$ cat src/rtl/snake_matrix_scan.sv
// Renders the snake body and food into a double-buffered 8x8 bitmap and row-multiplexes it
// onto an LED matrix. Optional ghost blanking is enabled by defining SCAN_GHOST_BLANK_EN.
module snake_matrix_scan #(
    parameter int unsigned SCAN_DIV     = 25000,
    parameter int unsigned BLINK_FRAMES = 32,
    parameter int unsigned BLANK_CYC    = 16
) (
    input  logic        sys_clk,
    input  logic        sys_rst,
    input  logic [23:0] snake_body,
    input  logic [2:0]  snake_len,
    input  logic [5:0]  score_position,
    input  logic        move,
    input  logic        win,
    output logic [7:0]  row_sel,
    output logic [7:0]  col_data,
    output logic        busy,
    output logic        frame_sync
);

    localparam int unsigned PW = (SCAN_DIV > 1) ? $clog2(SCAN_DIV) : 1;
    localparam int unsigned FW = (BLINK_FRAMES > 1) ? $clog2(BLINK_FRAMES) : 1;
    localparam logic [PW-1:0] PRESC_MAX = PW'(SCAN_DIV - 1);
    localparam logic [FW-1:0] FRAME_MAX = FW'(BLINK_FRAMES - 1);

    typedef enum logic [1:0] {StIdle, StClear, StPlot, StWaitSwap} state_e;

    // Scan side
    logic [PW-1:0] presc_q;
    logic [2:0]    row_idx_q;
    logic [2:0]    row_next;
    logic          tick;
    logic          frame_tick;
    logic [7:0]    row_sel_q;
    logic [7:0]    row_data_q;
    logic [7:0]    row_data_d;
    logic          frame_sync_q;
    logic [FW-1:0] frame_cnt_q;
    logic [FW-1:0] frame_cnt_d;
    logic          food_on_q;
    logic          food_on_d;

    // Render side
    state_e        state_q;
    state_e        state_d;
    logic [23:0]   snap_body_q;
    logic [1:0]    snap_last_q;
    logic [5:0]    snap_food_q;
    logic [1:0]    len_last;
    logic [1:0]    seg_q;
    logic [5:0]    plot_pos;
    logic          plot_last;
    logic [63:0]   work_buf_q;
    logic [5:0]    work_food_q;
    logic [63:0]   disp_buf_q;
    logic [5:0]    disp_food_q;
    logic          disp_valid_q;
    logic          swap;

    // Row data source for the next slot
    logic [63:0]   src_buf;
    logic [5:0]    src_food;
    logic          src_valid;
    logic [7:0]    food_bits;

    assign tick       = (presc_q == PRESC_MAX);
    assign row_next   = row_idx_q + 3'd1;
    assign frame_tick = tick && (row_next == 3'd0);
    assign swap       = (state_q == StWaitSwap) && frame_tick;
    assign plot_last  = (seg_q == snap_last_q);

    // Blink state advances on the edge that enters row 0, so a whole frame shares one phase.
    always_comb begin
        frame_cnt_d = frame_cnt_q;
        food_on_d   = food_on_q;
        if (frame_tick) begin
            if (frame_cnt_q == FRAME_MAX) begin
                frame_cnt_d = '0;
                food_on_d   = ~food_on_q;
            end else begin
                frame_cnt_d = frame_cnt_q + FW'(1);
            end
        end
    end

    // On the swap edge row 0 is built straight from the work buffer.
    always_comb begin
        src_buf   = swap ? work_buf_q  : disp_buf_q;
        src_food  = swap ? work_food_q : disp_food_q;
        src_valid = swap | disp_valid_q;
        food_bits = 8'h00;
        if (food_on_d && src_valid && (src_food[5:3] == row_next)) begin
            food_bits[src_food[2:0]] = 1'b1;
        end
        if (win) begin
            row_data_d = {8{food_on_d}};
        end else begin
            row_data_d = src_buf[{row_next, 3'b000} +: 8] | food_bits;
        end
    end

    always_ff @(posedge sys_clk) begin
        if (sys_rst) begin
            presc_q      <= '0;
            row_idx_q    <= 3'd7;
            row_sel_q    <= 8'hFF;
            row_data_q   <= 8'h00;
            frame_sync_q <= 1'b0;
            frame_cnt_q  <= '0;
            food_on_q    <= 1'b0;
        end else begin
            presc_q      <= tick ? '0 : presc_q + PW'(1);
            frame_sync_q <= frame_tick;
            frame_cnt_q  <= frame_cnt_d;
            food_on_q    <= food_on_d;
            if (tick) begin
                row_idx_q  <= row_next;
                row_sel_q  <= ~(8'b1 << row_next);
                row_data_q <= row_data_d;
            end
        end
    end

    assign row_sel    = row_sel_q;
    assign frame_sync = frame_sync_q;

`ifdef SCAN_GHOST_BLANK_EN
    localparam int unsigned BW = (BLANK_CYC > 0) ? $clog2(BLANK_CYC + 1) : 1;

    logic [BW-1:0] blank_cnt_q;

    if (BLANK_CYC >= SCAN_DIV) begin : g_bad_blank
        $error("BLANK_CYC must be smaller than SCAN_DIV");
    end

    always_ff @(posedge sys_clk) begin
        if (sys_rst) begin
            blank_cnt_q <= '0;
        end else if (tick) begin
            blank_cnt_q <= BW'(BLANK_CYC);
        end else if (blank_cnt_q != '0) begin
            blank_cnt_q <= blank_cnt_q - BW'(1);
        end
    end

    assign col_data = (blank_cnt_q != '0) ? 8'h00 : row_data_q;
`else
    assign col_data = row_data_q;
`endif

    // Length clamp: 0 plots one segment, anything above 4 plots four.
    always_comb begin
        unique case (snake_len)
            3'd0, 3'd1: len_last = 2'd0;
            3'd2:       len_last = 2'd1;
            3'd3:       len_last = 2'd2;
            default:    len_last = 2'd3;
        endcase
    end

    always_comb begin
        unique case (seg_q)
            2'd0:    plot_pos = snap_body_q[23:18];
            2'd1:    plot_pos = snap_body_q[17:12];
            2'd2:    plot_pos = snap_body_q[11:6];
            default: plot_pos = snap_body_q[5:0];
        endcase
    end

    always_ff @(posedge sys_clk) begin
        if (sys_rst) begin
            state_q <= StIdle;
        end else begin
            state_q <= state_d;
        end
    end

    always_comb begin
        state_d = state_q;
        unique case (state_q)
            StIdle:     state_d = StIdle;
            StClear:    state_d = StPlot;
            StPlot:     if (plot_last) state_d = StWaitSwap;
            StWaitSwap: if (swap) state_d = StIdle;
            default:    state_d = StIdle;
        endcase
        // Newest snapshot wins; a swap on this same edge still completes.
        if (move) begin
            state_d = StClear;
        end
    end

    always_comb begin
        busy = (state_q != StIdle);
    end

    always_ff @(posedge sys_clk) begin
        if (sys_rst) begin
            snap_body_q  <= '0;
            snap_last_q  <= '0;
            snap_food_q  <= '0;
            seg_q        <= '0;
            work_buf_q   <= '0;
            work_food_q  <= '0;
            disp_buf_q   <= '0;
            disp_food_q  <= '0;
            disp_valid_q <= 1'b0;
        end else begin
            if (move) begin
                snap_body_q <= snake_body;
                snap_last_q <= len_last;
                snap_food_q <= score_position;
            end
            if (state_q == StClear) begin
                work_buf_q <= '0;
                seg_q      <= '0;
            end
            if (state_q == StPlot) begin
                work_buf_q[plot_pos] <= 1'b1;
                seg_q                <= seg_q + 2'd1;
                if (plot_last) begin
                    work_food_q <= snap_food_q;
                end
            end
            if (swap) begin
                disp_buf_q   <= work_buf_q;
                disp_food_q  <= work_food_q;
                disp_valid_q <= 1'b1;
            end
        end
    end

endmodule

$ cat config.mk
export PLATFORM = sky130hd
export DESIGN_NAME = snake_matrix_scan
export DESIGN_NICKNAME = d
export VERILOG_FILES = /design/src/rtl/snake_matrix_scan.sv
export SDC_FILE = /design/constraint.sdc
export NUM_CORES = 1
export LEC_CHECK = 0
export ABC_AREA = 1
export BUFFER_PORTS_ARGS = -buffer_cell sky130_fd_sc_hd__buf_2
export CORE_MARGIN = 2
export CORE_UTILIZATION = 54
export CTS_CLUSTER_DIAMETER = 60
export DETAILED_ROUTE_END_ITERATION = 12
export PLACE_DENSITY_LB_ADDON = 0.1
export SLEW_MARGIN = 20
export SYNTH_ARGS = -nofsm -noshare
export SYNTH_HDL_FRONTEND = slang
export SYNTH_SLANG_ARGS = --single-unit
export TNS_END_PERCENT = 1
$ cat constraint.sdc
create_clock -name sys_clk -period 3.85 [get_ports sys_clk]
set_input_delay 0.1925 -clock sys_clk [delete_from_list [all_inputs] [get_ports sys_clk]]
set_output_delay 0.1925 -clock sys_clk [all_outputs]
set_load 0.005 [all_outputs]
==> results.cfg <==
[run_status]
status = complete, no violations

[yosys]
synth_ff_type = dfxtp_1
synth_top_cells_by_area = dfxtp_1, nand2_1, nor2_1
synth_top_area_cell = dfxtp_1
mappedNetlistArea_mm2 = 0.0100
count_of_flip_flops_with_a_built_in_enable_after_synthesis = 0
yosysTopAreaCellShare_pct = 43.5
synth_async_sr_flop_share_pct = 0
yosysWarningCount = 0
yosys_register_bits = 218
syn-num-nets = 1538
synth_sequential_area_ratio_pct = 43.5
yosys.cell_types.count = 37
synth.avg_cell_area_um2 = 6.76
syn-instance-count = 1485

[sta]
max_slew_margin_pct = 31.6
fin_skew_ns = 0.0180
hold_viol_final = 0
achievable-frequency_mhz = 341
timing_worst_slew_pin_value_ns = 1.02
unrepaired_setup_endpoints_after_global_routing = false
min_period_over_period_pct = 76.2
timing.final.max_slew_violations = 0
tns_ns = 0
setup-violations-final = 0
fin_crit_ns = 2.93

[power]
vdd.ir_drop.worst_uv = 357
leakage_nw = 4.64
pwr_density_cell_mw_per_mm2 = 424

[global_routing]
wire_length_of_the_first_global_routing_pass_um = 44700
gr-total-overflow = 0
global_routing_usage_summed_across_all_routing_layers_pct = 27.6
grt_max_degree = 87
first_global_vias = 8893
initial_antenna_violation_count = 1

[cts]
cts_tree = built
cts.repair.resized = 0
clk_transition_reported_paths_ns = 0.06
clk_path_buf_depth = 3
cts_max_level = 1
clock_tree.root_cell = clkbuf_16
insertion_delay_ns = 0.52
tritoncts_num_sinks = 218
cts-buffers-inserted = 24

[place]
gp_congestion = 0.855
detailed_place_hpwl_um = 16300
port_buffers = 54
post_dp_cell_area_mm2 = 0.0104

[drt]
via_count = 9621
drt_drc_violations_left = 0
detailedRoute.firstIterationViolations = 831
final_wl_um = 27200
total_iterations_of_the_first_detailed_routing_run = 5
avgViaCountPerCell = 5.42
avgRoutedWirePerCell_um = 15.3
ant_nets = 0

[setup_path]
setup.worst_path.start_class = register
worstSetupPathType = register to register
critical_path_arrival_ns = 3.38
timing.critical_path.to_type = register
worstPathRequired_ns = 4.30
crit_path_max_fanout = 36

[floorplanning]
die-height_um = 140
die-width_um = 140
effective_utilization_at_floorplan_pct = 55.5
row_count = 49
area_of_the_die_mm2 = 0.0197
coreArea_mm2 = 0.0181
top_level_ports = 55

[final_layout]
share_of_final_layout_standard_cells_stronger_than_drive_strength_1_pct = 7.44
final_cell_mix = nand2_1, dfxtp_1, nor2_1, inv_1, nand3_1
layout-area-overhead-vs-synth_pct = 14.7
post-route-cell-area_mm2 = 0.0115
nNetsFinal = 1582
insertedDiodeCount = 0
final_common_cell = nand2_1

[job]
max_cap_violations = 0

[worst_hold_path]
hold_path.class = input pin to register
worst paths after layout:
check | start | end | slack [ns] | cells after the start
max | row_idx_q[0] | col_data[7] | 0.92 | 10
min | sys_rst | disp_buf_q[37] | 0.19 | 2
max reg2reg | row_idx_q[0] | col_data[7] | 0.92 | 10
min reg2reg | work_buf_q[32] | work_buf_q[32] | 0.46 | 2
metal layers:
layer,wire [µm],vias up,GRT usage (%)
li1,-,4847,-
met1,12300,4393,37.2
met2,12500,321,45.4
met3,1750,58,4.48
met4,754,2,8.77
met5,11,-,0
registers in the layout, summed over array words and instances (netlist names), 8 cells and up:
signal	cells
row_sel	8
work_buf_q	64
col_data	8
presc_q	15
disp_buf_q	64
snap_body_q	24
cell usage after synthesis, types with 4 or more instances:
cell type / number
a31oi_1: 6
o21ai_0: 53
dfxtp_1: 218
buf_1: 7
nand2_1: 345
clkbuf_1: 65
nand4_1: 72
nor3_1: 15
inv_1: 192
buf_2: 7
a22o_1: 6
ha_1: 16
nor3b_1: 4
o22ai_1: 5
a21oi_1: 97
nand3_1: 142
nor2_1: 202
metrics by stage:
step	util [%]	hold WS, ns	total power, mW	worst slack [ns]	std cells
after floorplan	-	0.327	2.52	1.33	1485
after global placement	57.4	0.411	2.60	0.989	1698
after detailed placement	57.4	0.420	2.61	0.976	1698
after CTS	63.7	0.185	4.91	0.943	1775
after global routing	63.7	0.213	5.04	0.711	1775
final	63.7	0.186	4.88	0.918	1775
logic make-up after synthesis:
kind of cell	after synthesis	synth area share (%)
AOI/OAI and AO/OA	183	10.0
xor gates and xnor gates	3	0.262
adders and majority gates	16	1.99
buffers and inverters	277	10.6
DFF	218	43.5
and+or+nand+nor	788	33.7
repair_timing:
action / CTS / global route
endpoints found under the hold margin: 32 / 0
hold buffers: 34 / 0
buffers inserted: 0 / 0
area by class of cell:
class | instances | area [µm²]
clock buffers | 39 | 748
well taps | 229 | 287
fillers | 1676 | 6570
repair buffers | 99 | 708
clock inverters | 4 | 45.0
flip-flops and latches | 218 | 4360
inverters | 196 | 737
multi-input cells | 990 | 4620
power by group:
part,internal [mW],switching [mW]
combinational,0.0886,0.192
clock,1.39,0.902
sequential,2.29,0.0195
total,3.76,1.11
critical path: stages, from the launching register on:
cell and delay [ns]:
dfxtp_1 0.36, buf_4 0.42, clkinv_1 0.18, ha_1 0.31, buf_4 0.28, clkinv_1 0.59, nand3_1 0.30, nand3_1 0.10
nand3_1 0.11, nand2_1 0.06, a21oi_1 0.12
No activity file was read; power rests on OpenSTA's default activity.
